File: config.mk
export PLATFORM = sky130hd
export DESIGN_NAME = alu_ctrl_decode_flat
export DESIGN_NICKNAME = d
export VERILOG_FILES = /design/src/rtl/alu_ctrl_decode_if.sv /design/src/rtl/alu_ctrl_decode.sv /design/src/flat_wrapper.sv
export SDC_FILE = /design/constraint.sdc
export NUM_CORES = 1
export LEC_CHECK = 0
export CORE_ASPECT_RATIO = 1.75
export CORE_MARGIN = 2
export CORE_UTILIZATION = 30
export CTS_CLUSTER_SIZE = 10
export DETAILED_ROUTE_END_ITERATION = 6
export PLACE_DENSITY = 0.63
export SLEW_MARGIN = 0
export SYNTH_ARGS = -nofsm -noshare
export SYNTH_HDL_FRONTEND = slang
export SYNTH_SLANG_ARGS = --single-unit
File: constraint.sdc
create_clock -name clk -period 2.38 [get_ports clk]
set_clock_uncertainty 0.05 [all_clocks]
set_input_delay 0.476 -clock clk [delete_from_list [all_inputs] [get_ports clk]]
set_output_delay 0.476 -clock clk [all_outputs]
set_load 0.02 [all_outputs]
File: src/rtl/alu_ctrl_decode_if.sv
// ALU control types and the issue-side / datapath-side handshake bundle of the decoder.
package p_alu;
    typedef enum logic [3:0] {
        ADD = 4'd0, AND = 4'd1, XOR = 4'd2, SHL = 4'd3, SHR = 4'd4,
        ASL = 4'd5, ASR = 4'd6, ROL = 4'd7, ROR = 4'd8, INVALID = 4'hF
    } e_core;

    typedef enum logic [1:0] {ID = 2'd0, NEG = 2'd1, NOT = 2'd2, ZERO = 2'd3} e_operand;

    typedef struct packed {
        logic       en;
        logic [3:0] amt;
    } s_shift;

    typedef struct packed {
        e_core    op;
        e_operand a_op;
        e_operand b_op;
        e_operand out_op;
        s_shift   pre_shift;
    } s_control;
endpackage

interface alu_ctrl_if #(parameter int unsigned CNT_W = 8);
    logic                flush;
    logic                in_valid;
    logic                in_ready;
    logic [31:0]         instr;
    logic                out_valid;
    logic                out_ready;
    p_alu::s_control     ctrl;
    logic                illegal;
    logic [CNT_W-1:0]    illegal_cnt;

    modport master (
        input  flush, in_valid, instr, out_ready,
        output in_ready, out_valid, ctrl, illegal, illegal_cnt
    );
    modport slave (
        output flush, in_valid, instr, out_ready,
        input  in_ready, out_valid, ctrl, illegal, illegal_cnt
    );
endinterface

File: src/rtl/alu_ctrl_decode.sv
// Decodes ALU instruction words into s_control words behind a 2-entry output buffer,
// flagging illegal opcodes and counting them with saturation.
module alu_ctrl_decode #(
    parameter int unsigned CNT_W = 8
) (
    input  logic      clk,
    input  logic      rst,
    alu_ctrl_if.master bus
);
    import p_alu::*;

    localparam int unsigned SH_W    = $bits(s_shift);
    localparam logic [CNT_W-1:0] CNT_MAX = '1;

    typedef enum logic [1:0] {EMPTY, ONE, FULL} e_state;

    e_state            state_q;
    logic              in_ready_q;
    logic              out_valid_q;
    s_control          head_ctrl_q;
    logic              head_ill_q;
    s_control          tail_ctrl_q;
    logic              tail_ill_q;
    logic [CNT_W-1:0]  cnt_q;

    s_control          dec_ctrl;
    logic              dec_ill;
    logic              push;
    logic              pop;
    logic              unused_instr;

    assign unused_instr = ^bus.instr[31:4+SH_W];

    assign push = bus.in_valid & in_ready_q;
    assign pop  = out_valid_q & bus.out_ready;

    // Opcode table; shift-class and illegal ops carry no pre-shift.
    always_comb begin
        dec_ctrl.op        = ADD;
        dec_ctrl.a_op      = ID;
        dec_ctrl.b_op      = ID;
        dec_ctrl.out_op    = ID;
        dec_ctrl.pre_shift = s_shift'(bus.instr[4 +: SH_W]);
        dec_ill            = 1'b0;
        case (bus.instr[3:0])
            4'd1:  dec_ctrl.b_op = NEG;
            4'd2:  dec_ctrl.op = AND;
            4'd3:  begin
                dec_ctrl.op     = AND;
                dec_ctrl.a_op   = NOT;
                dec_ctrl.b_op   = NOT;
                dec_ctrl.out_op = NOT;
            end
            4'd4:  dec_ctrl.op = XOR;
            4'd5:  begin
                dec_ctrl.op     = XOR;
                dec_ctrl.out_op = NOT;
            end
            4'd6:  begin dec_ctrl.op = SHL; dec_ctrl.pre_shift = '0; end
            4'd7:  begin dec_ctrl.op = SHR; dec_ctrl.pre_shift = '0; end
            4'd8:  begin dec_ctrl.op = ASL; dec_ctrl.pre_shift = '0; end
            4'd9:  begin dec_ctrl.op = ASR; dec_ctrl.pre_shift = '0; end
            4'd10: begin dec_ctrl.op = ROL; dec_ctrl.pre_shift = '0; end
            4'd11: begin dec_ctrl.op = ROR; dec_ctrl.pre_shift = '0; end
            4'd12: dec_ctrl.b_op = ZERO;
            4'd13: begin dec_ctrl.a_op = NEG; dec_ctrl.b_op = ZERO; end
            4'd14: begin dec_ctrl.a_op = NOT; dec_ctrl.b_op = ZERO; end
            4'd15: begin
                dec_ctrl.op        = INVALID;
                dec_ctrl.pre_shift = '0;
                dec_ill            = 1'b1;
            end
            default: ;
        endcase
    end

    // Buffer FSM; head registers drive ctrl/illegal directly and hold when empty.
    always_ff @(posedge clk or posedge rst) begin
        if (rst) begin
            state_q     <= EMPTY;
            in_ready_q  <= 1'b1;
            out_valid_q <= 1'b0;
            head_ctrl_q <= '0;
            head_ill_q  <= 1'b0;
            tail_ctrl_q <= '0;
            tail_ill_q  <= 1'b0;
            cnt_q       <= '0;
        end else begin
            if (push && dec_ill && (cnt_q != CNT_MAX)) begin
                cnt_q <= cnt_q + CNT_W'(1);
            end
            if (bus.flush) begin
                state_q     <= EMPTY;
                in_ready_q  <= 1'b1;
                out_valid_q <= 1'b0;
            end else begin
                case (state_q)
                    EMPTY: if (push) begin
                        head_ctrl_q <= dec_ctrl;
                        head_ill_q  <= dec_ill;
                        state_q     <= ONE;
                        out_valid_q <= 1'b1;
                    end
                    ONE: if (push && pop) begin
                        head_ctrl_q <= dec_ctrl;
                        head_ill_q  <= dec_ill;
                    end else if (push) begin
                        tail_ctrl_q <= dec_ctrl;
                        tail_ill_q  <= dec_ill;
                        state_q     <= FULL;
                        in_ready_q  <= 1'b0;
                    end else if (pop) begin
                        state_q     <= EMPTY;
                        out_valid_q <= 1'b0;
                    end
                    FULL: if (pop) begin
                        head_ctrl_q <= tail_ctrl_q;
                        head_ill_q  <= tail_ill_q;
                        state_q     <= ONE;
                        in_ready_q  <= 1'b1;
                    end
                    default: begin
                        state_q     <= EMPTY;
                        in_ready_q  <= 1'b1;
                        out_valid_q <= 1'b0;
                    end
                endcase
            end
        end
    end

    assign bus.in_ready    = in_ready_q;
    assign bus.out_valid   = out_valid_q;
    assign bus.ctrl        = head_ctrl_q;
    assign bus.illegal     = head_ill_q;
    assign bus.illegal_cnt = cnt_q;
endmodule

File: src/flat_wrapper.sv
// flat-port wrapper written by rule: the top's interface ports become plain ports
module alu_ctrl_decode_flat import p_alu::*;
#(
    parameter int unsigned CNT_W = 8
)
  (clk, rst, bus_flush, bus_in_valid, bus_instr, bus_out_ready, bus_in_ready, bus_out_valid, bus_ctrl, bus_illegal, bus_illegal_cnt);
  alu_ctrl_if #(.CNT_W(CNT_W)) bus_i ();
  input  logic clk;
  input  logic rst;
  input wire logic [$bits(bus_i.flush)-1:0] bus_flush;
  input wire logic [$bits(bus_i.in_valid)-1:0] bus_in_valid;
  input wire logic [$bits(bus_i.instr)-1:0] bus_instr;
  input wire logic [$bits(bus_i.out_ready)-1:0] bus_out_ready;
  output wire logic [$bits(bus_i.in_ready)-1:0] bus_in_ready;
  output wire logic [$bits(bus_i.out_valid)-1:0] bus_out_valid;
  output wire logic [$bits(bus_i.ctrl)-1:0] bus_ctrl;
  output wire logic [$bits(bus_i.illegal)-1:0] bus_illegal;
  output wire logic [$bits(bus_i.illegal_cnt)-1:0] bus_illegal_cnt;
  assign bus_i.flush = bus_flush;
  assign bus_i.in_valid = bus_in_valid;
  assign bus_i.instr = bus_instr;
  assign bus_i.out_ready = bus_out_ready;
  assign bus_in_ready = bus_i.in_ready;
  assign bus_out_valid = bus_i.out_valid;
  assign bus_ctrl = bus_i.ctrl;
  assign bus_illegal = bus_i.illegal;
  assign bus_illegal_cnt = bus_i.illegal_cnt;
  alu_ctrl_decode #(.CNT_W(CNT_W)) u_core (.clk(clk), .rst(rst), .bus(bus_i));
endmodule
Word level (Yosys, flattened, before mapping)
Cells that the tools add are included.
Widths: inputs -> output; s select.
{ "word_totals": {"regBits": 44, "output_inout_bits": 26, "latchBits": 0, "mem_bits_rw": 0, "romBits": 0, "inputBits": 37, "memories": 0} }
{ "op_classes": {"muxes": 32, "n_bitwise": 4, "n_reduce_logical": 16, "n_shift": 0, "multipliers": 0, "div": 0, "n_lt_le_gt_ge": 0, "n_addsub": 1, "eq_ne": 30} }
{ "op_table": {"columns": ["op", "count"], "rows": [
  ["$mux 15", 3],
  ["$pmux 15 s3", 1],
  ["$pmux 4 s9", 1],
  ["$eq 4x4->1 const B", 8],
  ["$eq 4x3->1 const B", 4],
  ["$mux 2", 7],
  ["$mux 1", 13],
  ["$ne 3x2->1 const B", 4],
  ["$pmux 2 s3", 2],
  ["$reduce_and 4->1", 3],
  ["$reduce_and 5->1", 2],
  ["$pmux 1 s3", 3],
  ["$add 8x1->8 const B", 1],
  ["$eq 4x2->1 const B", 2],
  ["$ne 8x8->1 const B", 1],
  ["$reduce_or 2->1", 4],
  ["$reduce_or 7->1", 1],
  ["$ne 2x1->1 const B", 3],
  ["$ne 3x3->1 const B", 2],
  ["$mux 5", 1],
  ["$eq 4x1->1 const B", 1],
  ["$ne 2x2->1 const B", 2],
  ["$ne 4x2->1 const B", 1],
  ["$pmux 2 s2", 1],
  ["8 further kinds", 12]
]} }

Longest topological paths before layout
{ "depth": {"ltp_word": 6, "mapped_depth": 6, "ltp_nobuf": 4} }

Least setup slack after synthesis
OpenSTA, ideal clock, no wires.
{ "synth_timing": {"kind": "flip-flop to flip-flop", "start": "register u_core.in_ready_q, in the netlist u_core.bus.in_ready", "end": "register u_core.head_ctrl_q (netlist bit u_core.bus.ctrl[0])", "path_stages_with_launch": 6, "t_arrival_ps": 1675, "setup_slack_ps": 530, "path_cell_list": "dfstp_2 -> nand2_1 -> o32a_4 -> nor2_8 -> buf_12 -> mux2_4"} }
{ "synth_between": {"elab_chain_len": 4, "word_cells_on_any_way": 5} }
{ "synth_rtl": {"columns": ["element", "line_no", "source"], "rows": [
  ["start: declaration", "alu_ctrl_decode.sv:18", "logic in_ready_q;"],
  ["start signal: assignment", "alu_ctrl_decode.sv:81", "in_ready_q <= 1'b1;"],
  ["start signal: assignment", "alu_ctrl_decode.sv:94", "in_ready_q <= 1'b1;"],
  ["start signal: assignment", "alu_ctrl_decode.sv:111", "in_ready_q <= 1'b0;"],
  ["$and 1x1->1 *", "alu_ctrl_decode.sv:34", "assign push = bus.in_valid & in_ready_q;"],
  ["$logic_and 1x1->1", "alu_ctrl_decode.sv:104", "ONE: if (push && pop) begin"],
  ["$ne 2x1->1 (no source line)", null, null],
  ["$reduce_and 5->1 (no source line) *", null, null],
  ["end signal: assignment", "alu_ctrl_decode.sv:99", "head_ctrl_q <= dec_ctrl;"],
  ["end signal: assignment", "alu_ctrl_decode.sv:105", "head_ctrl_q <= dec_ctrl;"],
  ["end signal: assignment", "alu_ctrl_decode.sv:117", "head_ctrl_q <= tail_ctrl_q;"],
  ["end: declaration", "alu_ctrl_decode.sv:20", "s_control head_ctrl_q;"]
]} }
Mark *: on every way between the ends. The rest lies on a longest branch, timed or not.
A chain may end at the register's enable or synchronous reset.

Final worst setup path
{ "layout_timing": {"start": "input port bus_instr[2]", "end": "register u_core.head_ctrl_q (netlist bit u_core.bus.ctrl[11])"} }
{ "layout_between": {"elab_chain_len": 5, "word_cells_on_any_way": 17} }
{ "layout_rtl": {"columns": ["element", "line_no", "source"], "rows": [
  ["start: declaration", "flat_wrapper.sv:12", "input wire logic [$bits(bus_i.instr)-1:0] bus_instr;"],
  ["$eq 4x3->1 / $eq 4x2->1 (equally long branches)", "alu_ctrl_decode.sv:45", "case (bus.instr[3:0])"],
  ["$reduce_or 2->1 (no source line)", null, null],
  ["$pmux 4 s9 *", "alu_ctrl_decode.sv:45", null],
  ["$mux 15, on equally long branches", "alu_ctrl_decode.sv:104, alu_ctrl_decode.sv:98", null],
  ["$pmux 15 s3 *", "alu_ctrl_decode.sv:97", "case (state_q)"]
]} }
Mark *: on every way between the ends. The rest lies on a longest branch, timed or not. The select of a mux whose other input is x is not followed.

==> impl_metrics.env <==
export IMPL_outcome="completed"
export IMPL_grt_pass1_wl_mm=7.78
export IMPL_place_area_um2=2740
export IMPL_postCtsSetupBuffers=0
export IMPL_wl_mm=4.64
export IMPL_tightest_slew_ns=0.539
export IMPL_drt_pre_antenna_iters=4
export IMPL_p_total_mw=2.59
export IMPL_fin_util_pct=40.3
export IMPL_maxSlewHeadroom_pct=64.0
export IMPL_p_per_area_nw_per_um2=896
export IMPL_fin_cells=348
export IMPL_fillers=729
export IMPL_io_pins=63
export IMPL_yosysWarnings=0
export IMPL_critPathKind="input pin to register"
export IMPL_arrival_ns=2.14
export IMPL_nets=299
export IMPL_clock_sinks=42
export IMPL_synth_edf_count=0
export IMPL_io_buffer_count=38
export IMPL_min_period_over_period_pct=85.5
export IMPL_grt_use_total_pct=12.5
export IMPL_max_freq_mhz=492
export IMPL_design_area_um2=2890
export IMPL_antenna_found_initial=0
export IMPL_multi_input_area_um2=1070
export IMPL_finalSetupViolations=0
export IMPL_synth_area_top_cells="dfrtp_1 46%, nand2_1 7.5%, mux2_4 6.8%"
export IMPL_via_per_inst=4.93
export IMPL_initial_core_util_pct=30.8
export IMPL_post_cts_resized=0
export IMPL_die_h_um=118
export IMPL_netlist_area_um2=2210
export IMPL_synthToLayoutAreaGrowth_pct=30.6
export IMPL_grt_busiest_layer="met2"
export IMPL_rsz0062_at_grt="false"
export IMPL_cp_slowest_cell="clkdlybuf4s50_1"
export IMPL_maxCapViolCount=0
export IMPL_cts_hold_buf=0
export IMPL_grt_use_met1_pct=13.7
export IMPL_startpoint_type="input pin"
export IMPL_gp_congestion=0.741
export IMPL_cts_root_buf="clkbuf_16"
export IMPL_vdd_ir_drop_max_v=0.000322
export IMPL_synth_cell_types=44
export IMPL_synth_ff_type="dfrtp_1"
export IMPL_clk_pin_slew_ns=0.06
export IMPL_p_leak_nw=1.27
export IMPL_yosysTopAreaCell="dfrtp_1"
export IMPL_die_w_um=68.9
export IMPL_seq_area_um2=1050
export IMPL_num_vias=1715
export IMPL_place_inst=340
export IMPL_cp_max_fo=12
export IMPL_ant_nets=0
export IMPL_critPathBufInv=1
export IMPL_die_area_um2=8110
export IMPL_use_met3_pct=3.06
export IMPL_core_area_um2=7180
export IMPL_grt_overflow_total=0
export IMPL_gr_usage_met2_pct=21.6
export IMPL_drive_gt1_share_pct=17.2
export IMPL_grt_pass1_vias=1726
export IMPL_avgSynthCellArea_um2=10.3
export IMPL_maxSlewViolCount=0
export IMPL_clk_path_buf_depth=2
export IMPL_cts_tree="done"
export IMPL_synth_cells=215
export IMPL_cts_max_level=2
export IMPL_yosysMostFrequentCell="nand2_1"
export IMPL_cts_buffers=5
export IMPL_synth_nets=253
export IMPL_n_antenna_cell=0
export IMPL_slowest_delay_ns=0.61
export IMPL_required_ns=2.49
export IMPL_fp_row_count=41
export IMPL_crit_family="compound AO/OA/AOI/OAI gates"
export IMPL_avgRoutedWirePerCell_um=13.3
export IMPL_yosys_register_bits=42
export IMPL_clkLatencyLatePin_ns=0.28
export IMPL_dp_hpwl_mm=3.47
export IMPL_period_needed_ns=2.03
export IMPL_drc=0
export IMPL_grt_max_degree=43
export IMPL_yosysSeqAreaShare_pct=47.5
export IMPL_hold_path_class="register to register"
export IMPL_synth_top_area_share_pct=46.4
export IMPL_hold_viol=0
export IMPL_end_kind="register"
export IMPL_synth_common_cells="44 x nand2_1, 41 x dfrtp_1, 24 x o21ai_0"
export IMPL_setup_tns_ns=0
export IMPL_first_iter_violations=56
export IMPL_worstPathCellList="clkdlybuf4s50_1 -> and2_1 -> o311ai_2 -> nor2_1 -> o41ai_1"
export IMPL_async_flop_share_pct=100
[layout make-up]
type / count / share of cell area, %
Multi-Input combinational cell: 158 / 37.0
Sequential cell: 42 / 36.4
Timing Repair Buffer: 51 / 17.4
Clock buffer: 7 / 4.93
Tap cell: 86 / 3.72
Inverter: 3 / 0.389
Clock inverter: 1 / 0.173
[sequential cells by signal, summed over array words and instances (netlist names)]
signal,cells
u_core.bus.ctrl,14
u_core.tail_ctrl_q,14
u_core.bus.illegal_cnt,8
u_core.state_q,2
u_core.bus.illegal,1
u_core.bus.in_ready,1
u_core.bus.out_valid,1
u_core.tail_ill_q,1
[metal layers]
metal,vias up,routed length (um)
met5,-,0
met1,836,1860
met3,8,182
li1,840,-
met2,31,2500
met4,0,104
[final timing paths]
| check | slack (ns) | startpoint | cells after the start | endpoint |
|---|---|---|---|---|
| setup reg to reg | 0.62 | u_core.state_q[0] | 5 | u_core.bus.ctrl[9] |
| min in group asynchronous | 0.57 | rst | 3 | u_core.bus.ctrl[7] |
| max in group asynchronous | 1.31 | rst | 3 | u_core.bus.in_ready |
| hold / removal | 0.43 | u_core.tail_ctrl_q[9] | 2 | u_core.tail_ctrl_q[9] |
| setup / recovery | 0.35 | bus_instr[2] | 5 | u_core.bus.ctrl[11] |
| hold reg to reg | 0.43 | u_core.tail_ctrl_q[9] | 2 | u_core.tail_ctrl_q[9] |
[power by group]
group	switching (mW)	internal (mW)	leakage [nW]	total, mW
logic	0.395	0.456	0.653	0.851
clock network	0.267	0.416	0.0739	0.683
registers	0.132	0.925	0.548	1.06
total	0.794	1.80	1.27	2.59
[tightest hold or removal path: stages, from the launching register on]
cell and delay (ns):
dfrtp_1 0.34, nand2_1 0.05, o31ai_1 0.05
[logic make-up after synthesis]
kind of cell / share of synthesized area, %
compound gates: 13.2
buf+inv: 4.13
xor+xnor: 1.98
simple gates: 19.2
mux: 13.2
flops: 47.5
fa+ha+maj: 0.565
other cells: 0.169
[through the flow]
step | setup slack (ns) | hold slack, ns
global placement | 0.107 | 0.410
detailed placement | 0.0556 | 0.420
CTS | 0.339 | 0.434
global route | 0.280 | 0.447
finish | 0.346 | 0.426
floorplan | 0.530 | 0.398
[cell usage in the layout, fill, tap and decap left out, types with 4 or more instances in the layout]
master and n:
nand2_1 44, dfrtp_1 41, clkdlybuf4s50_1 38, o21ai_0 24, buf_4 11, mux2_4 10
mux2_2 8, nor2_1 7, a21oi_1 6, o31ai_1 5, xnor2_1 5, clkbuf_16 5
nor2b_1 4, nand4_1 4, mux2i_1 4
Power figures use the tool's default switching activity.
